[src/rtl/spi_cmd_ctrl_if.sv]
// spi_cmd_ctrl_if: byte-level bus between the SPI slave / board resources
// and the command sequencer.
//   slave  modport : sequencer side (takes SSEL/bytes/count, drives results)
//   master modport : environment side (drives SSEL/bytes/count, sees results)
// Signals: ssel_active, cmd[7:0], cmd_valid, count[COUNT_WIDTH-1:0],
//          count_clear, led_reg[7:0], response[7:0], busy, err_count[7:0]
interface spi_cmd_ctrl_if #(
  parameter int COUNT_WIDTH = 16
);
  logic                   ssel_active;
  logic [7:0]             cmd;
  logic                   cmd_valid;
  logic [COUNT_WIDTH-1:0] count;
  logic                   count_clear;
  logic [7:0]             led_reg;
  logic [7:0]             response;
  logic                   busy;
  logic [7:0]             err_count;

  modport slave (
    input  ssel_active, cmd, cmd_valid, count,
    output count_clear, led_reg, response, busy, err_count
  );

  modport master (
    output ssel_active, cmd, cmd_valid, count,
    input  count_clear, led_reg, response, busy, err_count
  );
endinterface

[src/rtl/spi_cmd_ctrl.sv]
// spi_cmd_ctrl: SPI command sequencer. Decodes host opcodes framed by SSEL,
// drives the response byte shifted out on the following transfer, owns the
// LED register, strobes the encoder-count clear and counts unknown opcodes.
// Ports:
//   clk  - system clock
//   rst  - asynchronous active-high reset
//   bus  - spi_cmd_ctrl_if.slave (ssel_active, cmd, cmd_valid, count in;
//          count_clear, led_reg, response, busy, err_count out)
// Opcodes: 00 NOP, 01 READ_COUNT (hi byte, then lo byte on next byte),
//          02 WRITE_LED (data on next byte), 03 CLEAR_COUNT, 04 READ_ERR.
// Optional build macro SPI_CMD_TIMEOUT_EN: abandons a multi-byte command
// after TIMEOUT_CYCLES without a byte, answering NAK and counting an error.
module spi_cmd_ctrl #(
  parameter int          COUNT_WIDTH    = 16,
  parameter logic [7:0]  ACK_BYTE       = 8'hA5,
  parameter logic [7:0]  NAK_BYTE       = 8'hEE,
  parameter logic [23:0] TIMEOUT_CYCLES = 24'd1000000
) (
  input  logic           clk,
  input  logic           rst,
  spi_cmd_ctrl_if.slave  bus
);

  typedef enum logic [1:0] {
    IDLE    = 2'd0,
    RD_LO   = 2'd1,
    WR_DATA = 2'd2
  } state_t;

  localparam logic [7:0] OP_NOP   = 8'h00;
  localparam logic [7:0] OP_RDCNT = 8'h01;
  localparam logic [7:0] OP_WRLED = 8'h02;
  localparam logic [7:0] OP_CLR   = 8'h03;
  localparam logic [7:0] OP_RDERR = 8'h04;

  state_t      state, state_d;
  logic [7:0]  resp_q, resp_d;
  logic [7:0]  led_q, led_d;
  logic [7:0]  err_q, err_d;
  logic [15:0] snap_q, snap_d;
  logic        clr_q, clr_d;
  logic [15:0] count_ext;
  logic [7:0]  err_inc;
  logic        tmo_hit;

  always_comb begin
    count_ext = '0;
    count_ext[COUNT_WIDTH-1:0] = bus.count;
  end

  assign err_inc = (err_q == 8'hFF) ? 8'hFF : err_q + 8'd1;

`ifdef SPI_CMD_TIMEOUT_EN
  logic [23:0] tmo_q;

  assign tmo_hit = (state != IDLE) && (tmo_q == TIMEOUT_CYCLES - 24'd1);

  // Restarts on every byte and whenever the FSM is (or is about to be) idle,
  // so it only measures the gap inside a multi-byte command.
  always_ff @(posedge clk or posedge rst) begin
    if (rst)
      tmo_q <= '0;
    else if (state == IDLE || bus.cmd_valid || state_d == IDLE)
      tmo_q <= '0;
    else
      tmo_q <= tmo_q + 24'd1;
  end
`else
  logic unused_tmo;
  assign tmo_hit    = 1'b0;
  assign unused_tmo = ^TIMEOUT_CYCLES;
`endif

  always_comb begin
    state_d = state;
    resp_d  = resp_q;
    led_d   = led_q;
    err_d   = err_q;
    snap_d  = snap_q;
    clr_d   = 1'b0;
    if (!bus.ssel_active) begin
      // Frame ended: any byte arriving with it is dropped, partial command lost.
      state_d = IDLE;
      resp_d  = 8'h00;
    end else if (bus.cmd_valid) begin
      unique case (state)
        IDLE: begin
          unique case (bus.cmd)
            OP_NOP:   resp_d = 8'h00;
            OP_RDCNT: begin
              snap_d  = count_ext;
              resp_d  = count_ext[15:8];
              state_d = RD_LO;
            end
            OP_WRLED: begin
              resp_d  = ACK_BYTE;
              state_d = WR_DATA;
            end
            OP_CLR: begin
              // Gate on the current pulse so the strobe can never stretch
              // to two cycles even if bytes arrive on adjacent clocks.
              clr_d  = !clr_q;
              resp_d = ACK_BYTE;
            end
            OP_RDERR: resp_d = err_q;
            default: begin
              err_d  = err_inc;
              resp_d = NAK_BYTE;
            end
          endcase
        end
        RD_LO: begin
          // Low byte comes from the snapshot so hi/lo belong to one sample.
          resp_d  = snap_q[7:0];
          state_d = IDLE;
        end
        WR_DATA: begin
          led_d   = bus.cmd;
          resp_d  = bus.cmd;
          state_d = IDLE;
        end
        default: state_d = IDLE;
      endcase
    end else if (tmo_hit) begin
      state_d = IDLE;
      resp_d  = NAK_BYTE;
      err_d   = err_inc;
    end
  end

  always_ff @(posedge clk or posedge rst) begin
    if (rst) begin
      state  <= IDLE;
      resp_q <= 8'h00;
      led_q  <= 8'h00;
      err_q  <= 8'h00;
      snap_q <= 16'h0000;
      clr_q  <= 1'b0;
    end else begin
      state  <= state_d;
      resp_q <= resp_d;
      led_q  <= led_d;
      err_q  <= err_d;
      snap_q <= snap_d;
      clr_q  <= clr_d;
    end
  end

  // Registered alongside state so it equals (state != IDLE) exactly.
  always_ff @(posedge clk or posedge rst) begin
    if (rst) bus.busy <= 1'b0;
    else     bus.busy <= (state_d != IDLE);
  end

  assign bus.response    = resp_q;
  assign bus.led_reg     = led_q;
  assign bus.err_count   = err_q;
  assign bus.count_clear = clr_q;

endmodule

[src/flat_wrapper.sv]
// flat-port wrapper written by rule: the top's interface ports become plain ports
module spi_cmd_ctrl_flat 
#(
  parameter int          COUNT_WIDTH    = 16,
  parameter logic [7:0]  ACK_BYTE       = 8'hA5,
  parameter logic [7:0]  NAK_BYTE       = 8'hEE,
  parameter logic [23:0] TIMEOUT_CYCLES = 24'd1000000
)
  (clk, rst, bus_ssel_active, bus_cmd, bus_cmd_valid, bus_count, bus_count_clear, bus_led_reg, bus_response, bus_busy, bus_err_count);
  spi_cmd_ctrl_if #(.COUNT_WIDTH(COUNT_WIDTH)) bus_i ();
  input  logic clk;
  input  logic rst;
  input wire logic [$bits(bus_i.ssel_active)-1:0] bus_ssel_active;
  input wire logic [$bits(bus_i.cmd)-1:0] bus_cmd;
  input wire logic [$bits(bus_i.cmd_valid)-1:0] bus_cmd_valid;
  input wire logic [$bits(bus_i.count)-1:0] bus_count;
  output wire logic [$bits(bus_i.count_clear)-1:0] bus_count_clear;
  output wire logic [$bits(bus_i.led_reg)-1:0] bus_led_reg;
  output wire logic [$bits(bus_i.response)-1:0] bus_response;
  output wire logic [$bits(bus_i.busy)-1:0] bus_busy;
  output wire logic [$bits(bus_i.err_count)-1:0] bus_err_count;
  assign bus_i.ssel_active = bus_ssel_active;
  assign bus_i.cmd = bus_cmd;
  assign bus_i.cmd_valid = bus_cmd_valid;
  assign bus_i.count = bus_count;
  assign bus_count_clear = bus_i.count_clear;
  assign bus_led_reg = bus_i.led_reg;
  assign bus_response = bus_i.response;
  assign bus_busy = bus_i.busy;
  assign bus_err_count = bus_i.err_count;
  spi_cmd_ctrl #(.COUNT_WIDTH(COUNT_WIDTH), .ACK_BYTE(ACK_BYTE), .NAK_BYTE(NAK_BYTE), .TIMEOUT_CYCLES(TIMEOUT_CYCLES)) u_core (.clk(clk), .rst(rst), .bus(bus_i));
endmodule
[config.mk]
export PLATFORM = sky130hd
export DESIGN_NAME = spi_cmd_ctrl_flat
export DESIGN_NICKNAME = d
export VERILOG_FILES = /design/src/rtl/spi_cmd_ctrl_if.sv /design/src/rtl/spi_cmd_ctrl.sv /design/src/flat_wrapper.sv
export SDC_FILE = /design/constraint.sdc
export NUM_CORES = 1
export LEC_CHECK = 0
export ABC_AREA = 1
export ABC_CLOCK_PERIOD_IN_PS = 2320
export BUFFER_PORTS_ARGS = -buffer_cell sky130_fd_sc_hd__buf_4
export CORE_MARGIN = 2
export CORE_UTILIZATION = 45
export CTS_BUF_LIST = sky130_fd_sc_hd__clkbuf_4 sky130_fd_sc_hd__clkbuf_8
export CTS_CLUSTER_SIZE = 14
export DETAILED_ROUTE_END_ITERATION = 6
export PLACE_DENSITY = 0.77
export SYNTH_ARGS = -nofsm -noshare
export SYNTH_HDL_FRONTEND = slang
export SYNTH_SLANG_ARGS = --single-unit
export TNS_END_PERCENT = 50
[constraint.sdc]
create_clock -name clk -period 2.32 [get_ports clk]
set_clock_uncertainty 0.05 [all_clocks]
set_input_delay 0.348 -clock clk [delete_from_list [all_inputs] [get_ports clk]]
set_output_delay 0.348 -clock clk [all_outputs]
set_load 0.02 [all_outputs]
==> run summary <==
simple-gate share of the synthesized area: 34.7%
CP endpoint kind: flop
Max Freq: 0.538 GHz
Net Sw Frac: 32.5%
gr ovfl total: 0
n_diodes: 0
H-tree levels: 2
mux cell area share after synthesis: 2.60%
fin. max-slew vios: 0
Worst R2R Setup Slack: 0.46 ns
Critical-path top delay cell: dfrtp_1
largest family of logic cells by synthesized area: simple AND/OR/NAND/NOR gates
Synth Area in Adders: 2.31%
Final min period: 1.86 ns
Clk pwr share: 28.3%
Cell variety after synth: 29
Crit path buffers/inverters: 2
worst skew pair latency: 0.28 ns
register area share after synthesis: 41.6%
Compound-Gate Fraction of Synth Area: 10.6%
worst-path cell chain: inv_1, ha_1, inv_2, nand2_1, a21oi_4, nor2_4, nand2_1, o21bai_1, nand2_1
clock buffer count from CTS: 5
Peak supply drop: 270 uV
total negative setup slack: 0 ns
Die H: 73.4 um
Rel. slew slack: 69.4%
drt wl/cell: 12.9 um
post-synth top area cell: dfrtp_1
Detail Route Antenna Nets: 0
cts hold-fix bufs: 0
Worst-Margin Slew: 0.459 ns
Routed WL: 4.92 mm
Max FO, Critical Path: 10
GRT Overall Usage: 19.2%
Reg power frac: 46.4%
status: completed
family with the most delay on the worst path: compound AO/OA/AOI/OAI gates
Max stage delay on crit path: 0.38 ns
DIE AREA: 5380 um^2
pwr/cell area: 624 nW/um^2
endpoints failing setup: 0
setup slack at placement: 0.473 ns
Worst EP required: 2.44 ns
nets: 358
Post-Syn Instances: 271
CTS root buf: clkbuf_8
Initial DRC Count: 95
CTS max path bufs: 2
vias per cell: 5.03
Worst-path clk slew: 0.07 ns
crit path launch type: flop
row cnt: 25
Min-Delay Path Class: primary input to asynchronous set/reset pin
Layout area overhead: 24.0%
RD Place Congestion: 0.923
Comb power frac: 25.3%
DRT Pass-1 Iters: 4
CTS tree: built
cell mode on critical path: nand2_1
starting density of the core: 46.2%
crit share post-route: 80.1%
Post-Syn Area: 2170 um^2
Seq cells post-synth: 36
Die W: 73.4 um
share of layout cells above drive strength 1: 30.7%
number of antenna violations at the first check in global routing: 0
Sink Count: 36
final hold viol count: 0
CP Data Arrival Time: 1.98 ns
dominant cells by area after synthesis: dfrtp_1 42%, nand2_1 16%, nand3_1 7.9%
Ys Warns: 0
post-synth top area share: 41.6%
Mapped Nets: 303
Pint: 0.00113 W
Final WS setup: 0.462 ns
HPWL Detailed: 3.81 mm
number of I/O port buffers: 53
vias in the first global route: 1741
critical path type: flop to flop
syn_area_per_cell: 7.99 um^2
Synth Area in XOR/XNOR: 0.404%
Leak: 1.43 nW
max cap viols: 0
IO Pins: 54
largest net degree at the start of global routing: 37
RSZ-0062 raised after global routing: no
overall power: 0.00168 W
core area: 4690 um^2
DR vias: 1913
global-route wire length before repair: 8.00 mm
drt drc: 0
Psw: 0.000545 W
post_cts resized: 0
Setup Fix Bufs, Post-CTS: 0
-- worst min-delay path, stage by stage --
cell and delay, ns:
buf_4 0.11, inv_1 0.04, buf_4 0.39
-- placed cells by master (no fill, tap or decap), drive strengths merged --
master   n
a21oi    1
buf     54
clkbuf   7
dfrtp   36
ha       4
inv     32
mux2     5
nand2   97
nand3   39
nand3b   1
nand4    1
nor2    17
nor4     1
o21ai   21
o21bai   8
o31ai    1
xor2     1
-- cell families (layout without fill, tap and decap cells) --
logic type | after synthesis | count (layout)
AOI/OAI and AO/OA | 31 | 31
muxes | 5 | 5
DFF | 36 | 36
xor gates and xnor gates | 1 | 1
and+or+nand+nor | 156 | 156
adders and majority gates | 4 | 4
buffers and inverters | 38 | 93
-- per-layer routing --
layer	global-route usage, %	routed length, um	part of all wire [%]	vias up
li1	-	-	-	979
met1	27.2	2360	48	868
met2	30.1	2280	46	58
met3	2.88	216	4.4	8
met4	6.67	59	1.2	0
met5	0	0	0	-
-- final cells by class --
type | instances | area [um^2]
fill | 452 | 2010
multi-input combinational | 197 | 1100
sequential | 36 | 901
timing repair buffer | 54 | 405
inverter | 32 | 120
clock buffer | 7 | 96.3
tap | 54 | 67.6
-- synth_stat cells, drive strengths merged --
| library cell | n |
|---|---|
| o21bai | 8 |
| nand3 | 39 |
| a21oi | 1 |
| nor4 | 1 |
| o21ai | 21 |
| o31ai | 1 |
| nand2 | 97 |
| nor2 | 17 |
| clkbuf | 1 |
| xor2 | 1 |
| nand3b | 1 |
| inv | 32 |
| dfrtp | 36 |
| nand4 | 1 |
| ha | 4 |
| buf | 5 |
| mux2 | 5 |
-- final timing paths --
kind,cells past startpoint,start,to
setup reg to reg,9,u_core.state[1]$_DFF_PP0_,u_core.bus.response[3]$_DFFE_PP0P_
setup / recovery,9,u_core.state[1]$_DFF_PP0_,u_core.bus.response[3]$_DFFE_PP0P_
hold / removal,3,rst,u_core.bus.err_count[4]$_DFFE_PP0P_
hold reg to reg,1,u_core.bus.count_clear$_DFF_PP0_,u_core.bus.count_clear$_DFF_PP0_
min in group clk,2,bus_cmd[5],u_core.bus.led_reg[5]$_DFFE_PP0P_
max in group asynchronous,3,rst,u_core.state[0]$_DFF_PP0_
-- power by group through the flow --
stage | Sequential [W] | Clock, W | Combinational, W
finish | 0.000777 | 0.000475 | 0.000424
global route | 0.000786 | 0.000503 | 0.000470
CTS | 0.000775 | 0.000483 | 0.000428
detailed placement | 0.000786 | 0 | 0.000427
global placement | 0.000783 | 0 | 0.000416
floorplan | 0.000836 | 0 | 0.000179
-- metrics by stage --
| stage | instance area (um^2) | hold WS (ns) | util (%) | instances |
|---|---|---|---|---|
| floorplan | 2170 | 0.405 | - | 271 |
| global placement | 2590 | 0.394 | 55.2 | 373 |
| detailed placement | 2590 | 0.395 | 55.2 | 373 |
| CTS | 2690 | 0.132 | 57.3 | 380 |
| global route | 2690 | 0.160 | 57.3 | 380 |
| finish | 2690 | 0.118 | 57.3 | 380 |
(Power assumes the default switching activity.)
